## config.mk

```make
export PLATFORM = sky130hd
export DESIGN_NAME = vc_flit_fifo
export DESIGN_NICKNAME = d
export VERILOG_FILES = /design/src/rtl/router_pkg.sv /design/src/rtl/vc_fifo_bank.sv /design/src/rtl/vc_flit_fifo.sv
export SDC_FILE = /design/constraint.sdc
export NUM_CORES = 2
export LEC_CHECK = 0
export CORE_AREA = 5 5 454 456
export DETAILED_ROUTE_END_ITERATION = 10
export DIE_AREA = 0 0 459 461
export MAX_ROUTING_LAYER = met4
export PLACE_DENSITY = 0.7
export SLEW_MARGIN = 20
export SYNTH_ARGS = -nofsm -noshare
export SYNTH_HDL_FRONTEND = slang
export SYNTH_SLANG_ARGS = --single-unit
```

## constraint.sdc

```tcl
create_clock -name clk -period 11.1 [get_ports clk]
set_clock_uncertainty 0.15 [all_clocks]
set_input_delay 2.22 -clock clk [delete_from_list [all_inputs] [get_ports clk]]
set_output_delay 2.22 -clock clk [all_outputs]
set_load 0.02 [all_outputs]
```

## src/rtl/router_pkg.sv

```systemverilog
// Shared router definitions: flit field layout, stored word width and opcodes.
package router_pkg;

   localparam int F_PAYLOAD_POS  = 0;
   localparam int F_PAYLOAD_W    = 32;
   localparam int F_OP_POS       = 32;
   localparam int F_OP_W         = 4;
   localparam int F_ALGTYPE_POS  = 36;
   localparam int F_ALGTYPE_W    = 3;
   localparam int F_TAG_POS      = 39;
   localparam int F_TAG_W        = 8;
   localparam int F_CTX_POS      = 47;
   localparam int F_CTX_W        = 6;
   localparam int F_RANK_POS     = 53;
   localparam int F_RANK_W       = 10;
   localparam int F_SRC_XYZ_POS  = 63;
   localparam int F_DST_XYZ_POS  = 72;
   localparam int F_XYZ_W        = 9;
   localparam int F_VALID_POS    = 81;
   localparam int F_CHILDREN_POS = 82;
   localparam int F_CHILDREN_W   = 3;

   localparam int FLIT_W = F_CHILDREN_POS + F_CHILDREN_W;

   typedef enum logic [F_OP_W-1:0] {
      OP_NOP   = 4'h0,
      OP_SUM   = 4'h1,
      OP_MAX   = 4'h2,
      OP_MIN   = 4'h3,
      OP_AND   = 4'h4,
      OP_OR    = 4'h5,
      OP_XOR   = 4'h6,
      OP_BCAST = 4'h7
   } alg_op_e;

endpackage

```

## src/rtl/vc_fifo_bank.sv

```systemverilog
// Single-channel circular queue: storage array, read/write pointers and occupancy.
// The caller qualifies i_push/i_pop; this bank never checks for overflow itself.
module vc_fifo_bank #(
   parameter int FLIT_W   = 85,
   parameter int LG_DEPTH = 4
) (
   input  logic              clk,
   input  logic              rst,
   input  logic              i_push,
   input  logic              i_pop,
   input  logic [FLIT_W-1:0] i_wr_data,
   output logic [FLIT_W-1:0] o_rd_word,
   output logic [LG_DEPTH:0] o_count,
   output logic              o_full,
   output logic              o_empty
);

   localparam int DEPTH = 2 ** LG_DEPTH;

   logic [FLIT_W-1:0]   r_mem [DEPTH];
   logic [LG_DEPTH-1:0] r_wr_ptr;
   logic [LG_DEPTH-1:0] r_rd_ptr;
   logic [LG_DEPTH:0]   r_count;

   // NOTE: the array has no reset; occupancy gating keeps stale words from ever being read.
   always_ff @(posedge clk) begin
      if (i_push) r_mem[r_wr_ptr] <= i_wr_data;
   end

   always_ff @(posedge clk or negedge rst) begin
      if (!rst) begin
         r_wr_ptr <= '0;
         r_rd_ptr <= '0;
         r_count  <= '0;
      end else begin
         if (i_push) r_wr_ptr <= r_wr_ptr + 1'b1;
         if (i_pop)  r_rd_ptr <= r_rd_ptr + 1'b1;
         case ({i_push, i_pop})
            2'b10:   r_count <= r_count + 1'b1;
            2'b01:   r_count <= r_count - 1'b1;
            default: r_count <= r_count;
         endcase
      end
   end

   assign o_rd_word = r_mem[r_rd_ptr];
   assign o_count   = r_count;
   assign o_full    = (r_count == (LG_DEPTH+1)'(DEPTH));
   assign o_empty   = (r_count == '0);

endmodule

```

## src/rtl/vc_flit_fifo.sv

```systemverilog
// Multi-VC flit buffer: NUM_VC queues behind one write and one read port, sticky errors.
// Optional macro FIFO_BYPASS_EN forwards a same-cycle write straight to an empty channel's read.
module vc_flit_fifo #(
   parameter int FLIT_W    = router_pkg::FLIT_W,
   parameter int VALID_POS = router_pkg::F_VALID_POS,
   parameter int LG_DEPTH  = 4,
   parameter int NUM_VC    = 2,
   parameter int LG_VC     = 1,
   parameter int AFULL_TH  = (2 ** LG_DEPTH) - 2
) (
   input  logic                           clk,
   input  logic                           rst,
   input  logic                           wr_en,
   input  logic [LG_VC-1:0]               wr_vc,
   input  logic [FLIT_W-1:0]              wr_data,
   input  logic                           rd_en,
   input  logic [LG_VC-1:0]               rd_vc,
   output logic [FLIT_W-1:0]              rd_data,
   output logic                           rd_valid,
   output logic [NUM_VC-1:0]              empty,
   output logic [NUM_VC-1:0]              full,
   output logic [NUM_VC-1:0]              afull,
   output logic [NUM_VC*(LG_DEPTH+1)-1:0] count,
   output logic                           ovf_err,
   output logic                           unf_err
);

   localparam int CW = LG_DEPTH + 1;

   logic [NUM_VC-1:0] w_wr_sel;
   logic [NUM_VC-1:0] w_rd_sel;
   logic [NUM_VC-1:0] w_push;
   logic [NUM_VC-1:0] w_pop;
   logic [NUM_VC-1:0] w_bypass;
   logic [FLIT_W-1:0] w_bank_word [NUM_VC];
   logic [FLIT_W-1:0] w_pop_word;
   logic              w_wr_valid;
   logic              w_wr_in_range;
   logic              w_rd_in_range;
   logic              w_ovf;
   logic              w_unf;

   logic [FLIT_W-1:0] r_rd_data;
   logic              r_rd_valid;
   logic              r_ovf_err;
   logic              r_unf_err;

   assign w_wr_valid    = wr_en & wr_data[VALID_POS];
   assign w_wr_in_range = (32'(wr_vc) < NUM_VC);
   assign w_rd_in_range = (32'(rd_vc) < NUM_VC);

   for (genvar v = 0; v < NUM_VC; v++) begin : g_vc
      logic [CW-1:0] w_cnt;

      assign w_wr_sel[v] = w_wr_valid & (32'(wr_vc) == v);
      assign w_rd_sel[v] = rd_en & (32'(rd_vc) == v);
      assign w_pop[v]    = w_rd_sel[v] & ~empty[v];
`ifdef FIFO_BYPASS_EN
      assign w_bypass[v] = w_rd_sel[v] & empty[v] & w_wr_sel[v];
`else
      assign w_bypass[v] = 1'b0;
`endif
      // A full channel still takes a write when the same channel is popped this cycle.
      assign w_push[v]   = w_wr_sel[v] & (~full[v] | w_pop[v]) & ~w_bypass[v];

      vc_fifo_bank #(
         .FLIT_W   (FLIT_W),
         .LG_DEPTH (LG_DEPTH)
      ) u_bank (
         .clk       (clk),
         .rst       (rst),
         .i_push    (w_push[v]),
         .i_pop     (w_pop[v]),
         .i_wr_data (wr_data),
         .o_rd_word (w_bank_word[v]),
         .o_count   (w_cnt),
         .o_full    (full[v]),
         .o_empty   (empty[v])
      );

      assign count[v*CW +: CW] = w_cnt;
      assign afull[v]          = (32'(w_cnt) >= AFULL_TH);
   end

   assign w_ovf = w_wr_valid & (~w_wr_in_range | (|(w_wr_sel & ~w_push & ~w_bypass)));
   assign w_unf = rd_en & (~w_rd_in_range | (|(w_rd_sel & empty & ~w_bypass)));

   // NOTE: default first so no path through this block leaves w_pop_word unassigned (no latch).
   always_comb begin
      w_pop_word = '0;
      for (int v = 0; v < NUM_VC; v++) begin
         if (w_pop[v]) w_pop_word = w_bank_word[v];
      end
   end

   // NOTE: non-blocking assignments so every register samples pre-edge values.
   always_ff @(posedge clk or negedge rst) begin
      if (!rst) begin
         r_rd_data  <= '0;
         r_rd_valid <= 1'b0;
         r_ovf_err  <= 1'b0;
         r_unf_err  <= 1'b0;
      end else begin
         r_rd_valid <= (|w_pop) | (|w_bypass);
         if (|w_pop)         r_rd_data <= w_pop_word;
         else if (|w_bypass) r_rd_data <= wr_data;
         r_ovf_err  <= r_ovf_err | w_ovf;
         r_unf_err  <= r_unf_err | w_unf;
      end
   end

   assign rd_data  = r_rd_data;
   assign rd_valid = r_rd_valid;
   assign ovf_err  = r_ovf_err;
   assign unf_err  = r_unf_err;

endmodule

```

; ---- After elaboration in Yosys (flattened, before gate mapping)
; Memories as Yosys holds them, arrays and structs flattened.
; Index checks and enable logic that the tools add are counted.
; Widths: inputs -> output; s select.
[totals]
output_inout_bits = 104
n_memories = 2
input_bits = 91
ff_bits = 114
mem_bits_rw = 2720
[mem_list]
columns = name, words, width, read_ports, rd_clocked_by_memory_dff, write_ports, line
row1 = g_vc[0].u_bank.r_mem, 16, 85, 1, 0, 1, vc_fifo_bank.sv:20  ; logic [FLIT_W-1:0] r_mem [DEPTH];
row2 = g_vc[1].u_bank.r_mem, 16, 85, 1, 0, 1, vc_fifo_bank.sv:20
[classes]
n_bitwise = 24
add_sub_neg = 8
eq_ne = 6
reduce_logical = 7
order_cmp = 2
muxes = 8
[op_table]
columns = cell, n
row1 = $mux 85, 2
row2 = $pmux 5 s2, 2
row3 = $add 4x1->4 const B, 4
row4 = $and 1x1->1, 11
row5 = $add 5x1->5 const B, 2
row6 = $eq 5x5->1 const B, 2
row7 = $ge 5x4->1 const B, 2
row8 = $logic_not 5->1, 2
row9 = $sub 5x1->5 const B, 2
row10 = $not 1->1, 6
row11 = $reduce_or 2->1, 3
row12 = $and 2x2->2, 2
row13 = $eq 2x1->1 const B, 2
row14 = $eq 2x2->1 const B, 2
row15 = $mux 1, 4
row16 = $or 1x1->1, 4
row17 = $reduce_bool 2->1, 2
row18 = $not 2->2, 1

; ---- Longest topological paths before layout
[logic_depth]
ltp_word = 10
depth_mapped = 14
mapped_depth_nobuf = 12

; ---- By module
; Synthesis repeated with hierarchy kept, for this count alone.
[unflattened]
hier_cells = 4749
hier_area_um2 = 107169.0
[by_module_without_submodules]
columns = module, seq_area_each_um2, instances, cells_each, area_each_um2
row1 = vc_fifo_bank, 41164.5, 2, 2170, 51602.0
row2 = vc_flit_fifo, 2202.1, 1, 409, 3965.1

; ---- Least setup slack after synthesis
; OpenSTA, ideal clock, no wires.
[synth_timing]
kind = input-to-reg
startpoint = in rd_en
endpoint = mem g_vc[1].u_bank.r_mem[1][0], enable pin
n_path_buf = 1
path_slack_ns = -0.622
t_arrival_ns = 10.834
path_stages = 6
cell_sequence = nand2_1 -> nand3_1 -> and4_1 -> buf_2 -> inv_1 -> nor4_1
[synth_via]
elab_chain_cells = 6
[synth_lines]
columns = element, line
row1 = "start, declared", vc_flit_fifo.sv:16  ; input logic rd_en,
row2 = $and 1x1->1, vc_flit_fifo.sv:56  ; assign w_rd_sel[v] = rd_en & (32'(rd_vc) == v);
row3 = $and 1x1->1, vc_flit_fifo.sv:57  ; assign w_pop[v] = w_rd_sel[v] & ~empty[v];
row4 = $or 1x1->1, vc_flit_fifo.sv:64  ; assign w_push[v] = w_wr_sel[v] & (~full[v] | w_pop[v]) & ~w_bypass[v];
row5 = $and 1x1->1, vc_flit_fifo.sv:64
row6 = $mux 1, vc_fifo_bank.sv:27  ; if (i_push) r_mem[r_wr_ptr] <= i_wr_data;
row7 = $mux 1 (not written as such), vc_fifo_bank.sv:27
row8 = "end, declared", vc_fifo_bank.sv:20
; Every way passes these cells.

; ---- Final worst setup path
[layout_timing]
startpoint = in wr_data[81]
endpoint = mem g_vc[0].u_bank.r_mem[6][16], enable pin
[layout_via]
elab_chain_cells = 5
[layout_lines]
columns = element, line
row1 = "start, declared", vc_flit_fifo.sv:15  ; input logic [FLIT_W-1:0] wr_data,
row2 = $and 1x1->1, vc_flit_fifo.sv:48  ; assign w_wr_valid = wr_en & wr_data[VALID_POS];
row3 = $and 1x1->1, vc_flit_fifo.sv:55  ; assign w_wr_sel[v] = w_wr_valid & (32'(wr_vc) == v);
row4 = $and 1x1->1, vc_flit_fifo.sv:64
row5 = $mux 1, vc_fifo_bank.sv:27
row6 = $mux 1 (not written as such), vc_fifo_bank.sv:27
row7 = "end, declared", vc_fifo_bank.sv:20
; Every way passes these cells.

==> summary.md <==
| Metric | Value |
|---|---|
| H-tree levels | 5 |
| Final hold vios | 0 |
| Detail Route Antenna Nets | 0 |
| Synth area leader | edfxtp_1 |
| Vias | 53680 |
| GR Util All Layers | between 20% and 30% |
| Multi-input logic area | 0.0224 mm² |
| # setup viols final | 0 |
| Post-synth EDFFs | between 2000 and 3000 |
| Skew-Pair Late Insertion Delay | about 0.93 ns |
| GRT Max-Usage Layer | met2 |
| Peak Freq | ~170 MHz |
| Initial antenna violation count | 13 |
| Cts hold-fix bufs | 0 |
| Leakage | approximately 40 nW |
| Simple-Gate Fraction of Synth Area | about 1.2% |
| Largest cells by area after synthesis | edfxtp_1 75%, mux4_2 9.6%, mux2i_1 3.9% |
| Arr. time, crit path | between 6 and 7 ns |
| Hold/Removal Path Class | register to register |
| Post-Syn Area | approximately 0.11 mm² |
| Post-synth ARST share | roughly 4.0% |
| Routed wire length per instance | around 34 µm |
| GP Congestion | a little over 0.8 |
| Worst vdd ir | approximately 220 µV |
| Layout area overhead | 13.6% |
| Post-Syn Nets | 5134 |
| Die footprint | around 0.21 mm² |
| Least-Margin Pin Slew | 1.18 ns |
| Seq/Total Area, Yosys | 78.1% |
| Slew HR | between 20% and 30% |
| Total gr overflow | 0 |
| # nets final | around 5500 |
| Clock power frac | between 30% and 40% |
| Yosys warnings | 0 |
| Met1 Use GR | a little over a third |
| Cells after DPL | a little under 8000 |
| Final core utilization | about three fifths |
| Minimum clock period | 5.99 ns |
| Synth top area share | between 70% and 80% |
| Final Routed Wirelength | about 280000 µm |
| R2r setup slk | 6.39 ns |
| Most used DFF post-synth | edfxtp_1 |
| Filler cell count | 13713 |
| Total CTS buffers | around 300 |
| Clock root buffer master | clkbuf_16 |
| Largest family of logic cells by synthesized area | multiplexers |
| Outcome | finished clean |
| Worst Path Max Fanout | 44 |
| Post_cts resized | 0 |
| Drc violations | 0 |
| Seq. cell area | about 0.085 mm² |
| Max-slew violations | 0 |
| CTS tree | done |
| Clk pin slew, worst setup/hold paths | about 0.06 ns |
| First-pass GRT wire length | 398000 µm |
| DRT Pass-1 Iters | 6 |
| PortBufs | between 150 and 200 |
| Non-filler cells in the finished layout | roughly 8300 |
| Die Y | 461 µm |
| GR Util met2 | between 40% and 50% |
| Crit Path Class | input pin to register |
| Die X | ~460 µm |
| Starting DRT DRC Count | roughly 6900 |
| Worst path required time | 11.47 ns |
| Sw power | 9.04 mW |
| Initial core utilization | between 50 and 60% |
| Post-synthesis cell type count | 55 |
| Syn avg cell area | between 20 and 25 µm² |
| Mux cell area share after synthesis | ~15% |
| Vias in the first global route | 53729 |
| Unrepaired setup endpoints after global routing | false |
| HPWL Detailed | about 160000 µm |
| Row count | around 170 |
| Max-cap viol count | 0 |
| Seq cells post-synth | 2834 |
| P per Cell Area | ~250 mW/mm² |
| Crit share post-route | a little over half |
| Post-CTS Setup Inserts | 0 |
| Fraction of layout cells with a size suffix above 1 | 22.3% |
| Reg power frac | ~42% |
| Clk sinks | around 2800 |
| Io pins | around 200 |
| Gate Count Post-Synth | about 5000 |
| Number of vias per cell | 6.47 |
| Xor and xnor fraction of the mapped netlist area | 0.194% |
| Internal power component | 21.1 mW |
| CP endpoint kind | register |
| Switching share of total power | 30.0% |
| Clock Tree Buf Depth | 4 |
| Crit start category | input pin |
| Complex-gate fraction of the synthesized area | 3.93% |
| GR Util met3 | 4.35% |
| Pin count of the biggest net entering global routing | about 110 |
| Comb pwr share | 25.9% |
| CORE AREA | between 0.2 and 0.25 mm² |
| Post-synthesis adder-cell area fraction | 0.203% |
final cells by class:
cell class / instances / share of cell area [%]
Antenna cell: 12 / 0.0244
Clock buffer: 410 / 6.67
Clock inverter: 109 / 0.910
Inverter: 16 / 0.0489
Multi-Input combinational cell: 1879 / 18.3
Sequential cell: 2834 / 68.8
Tap cell: 2672 / 2.72
Timing Repair Buffer: 365 / 2.59
through the flow:
step                      power, mW  hold slack, ns  TNS [ns]  setup slack (ns)  instance area, µm²
after detailed placement       20.8           0.314         0              3.32              114000
after floorplan                17.8           0.393   -211.39            -0.622              108000
final                          30.2           0.328         0              5.11              123000
after global placement         20.8           0.309         0              3.49              114000
after global routing           31.1           0.366         0              5.00              123000
after CTS                      30.3           0.337         0              4.30              123000
flip-flops by register name (all words and copies together) (netlist names):
| name | flops |
|---|---|
| unf_err | 1 |
| g_vc.u_bank.o_count | 10 |
| rd_data | 85 |
| g_vc.u_bank.r_rd_ptr | 8 |
| ovf_err | 1 |
| rd_valid | 1 |
| g_vc.u_bank.r_wr_ptr | 8 |
| g_vc.u_bank.r_mem | 2720 |
cells in the mapped netlist (all sizes together), types with 23 or more instances:
cell type and count:
edfxtp 2720, mux4 461, mux2i 427, a22oi 257, buf 189, mux2 141, dfrtp 114, clkbuf 108
o211ai 90, nand3 56, nor2 55, a32oi 52, a21oi 41, o22ai 41, nand2b 34, a221oi 33
nor2b 24, nand2 23
per-layer routing:
metal,routed length (µm),vias to the layer above
li1,-,21873
met1,103000,28395
met3,23200,531
met2,139000,2881
met4,12800,0
met5,0,-
final timing paths:
check                                                  startpoint                                    end  depth (start not counted)
min in group asynchronous                                     rst                rd_data[80]$_DFFE_PN0P_                          1
max in group asynchronous                                     rst                rd_data[67]$_DFFE_PN0P_                          2
max reg2reg                g_vc[1].u_bank.r_rd_ptr[1]$_DFFE_PN0N_                 rd_data[7]$_DFFE_PN0P_                          7
min                                             ovf_err$_DFF_PN0_                      ovf_err$_DFF_PN0_                          1
max                                                   wr_data[81]  g_vc[0].u_bank.r_mem[6][16]$_DFFE_PP_                          7
min reg2reg                                     ovf_err$_DFF_PN0_                      ovf_err$_DFF_PN0_                          1
power by group through the flow:
stage / Clock, mW / Combinational (mW) / Sequential (mW)
global route: 10.2 / 8.18 / 12.8
finish: 9.60 / 7.81 / 12.7
global placement: 0 / 7.80 / 13.0
floorplan: 0 / 5.01 / 12.8
detailed placement: 0 / 7.83 / 13.0
CTS: 9.71 / 7.87 / 12.8
placed cells by master, fill, tap and decap left out, drive strengths merged, types with 7 or more instances in the layout:
master / Yosys / layout
nor2b: 24 / 24
bufinv: 0 / 23
nand3: 56 / 56
o211ai: 90 / 90
nor2: 55 / 55
o22ai: 41 / 41
nor4: 7 / 7
edfxtp: 2720 / 2720
and2: 18 / 18
mux2: 141 / 141
a211o: 12 / 12
nor3: 9 / 9
a221oi: 33 / 33
clkdlybuf4s50: 0 / 168
xnor2: 17 / 17
o31ai: 14 / 14
o21ai: 9 / 9
dfrtp: 114 / 114
clkbuf: 108 / 411
xor2: 7 / 7
inv: 16 / 23
a22oi: 257 / 257
a32oi: 52 / 52
mux2i: 427 / 427
a21oi: 41 / 41
nand2b: 34 / 34
diode: 0 / 12
clkinv: 0 / 75
nand2: 23 / 23
buf: 189 / 196
mux4: 461 / 461
ha: 16 / 16
critical path: stages:
cell	delay (ns)
buf_2	0.50
nand3b_1	0.29
a31oi_2	0.83
nand2_1	0.43
nor2_4	0.59
buf_4	0.61
buf_4	0.81
logic make-up after synthesis:
logic type / after synthesis
compound gates: 570
xor+xnor: 24
fa+ha+maj: 17
buf+inv: 313
flops: 2834
mux: 1029
simple gates: 239
No activity file was read; power rests on OpenSTA's default activity.
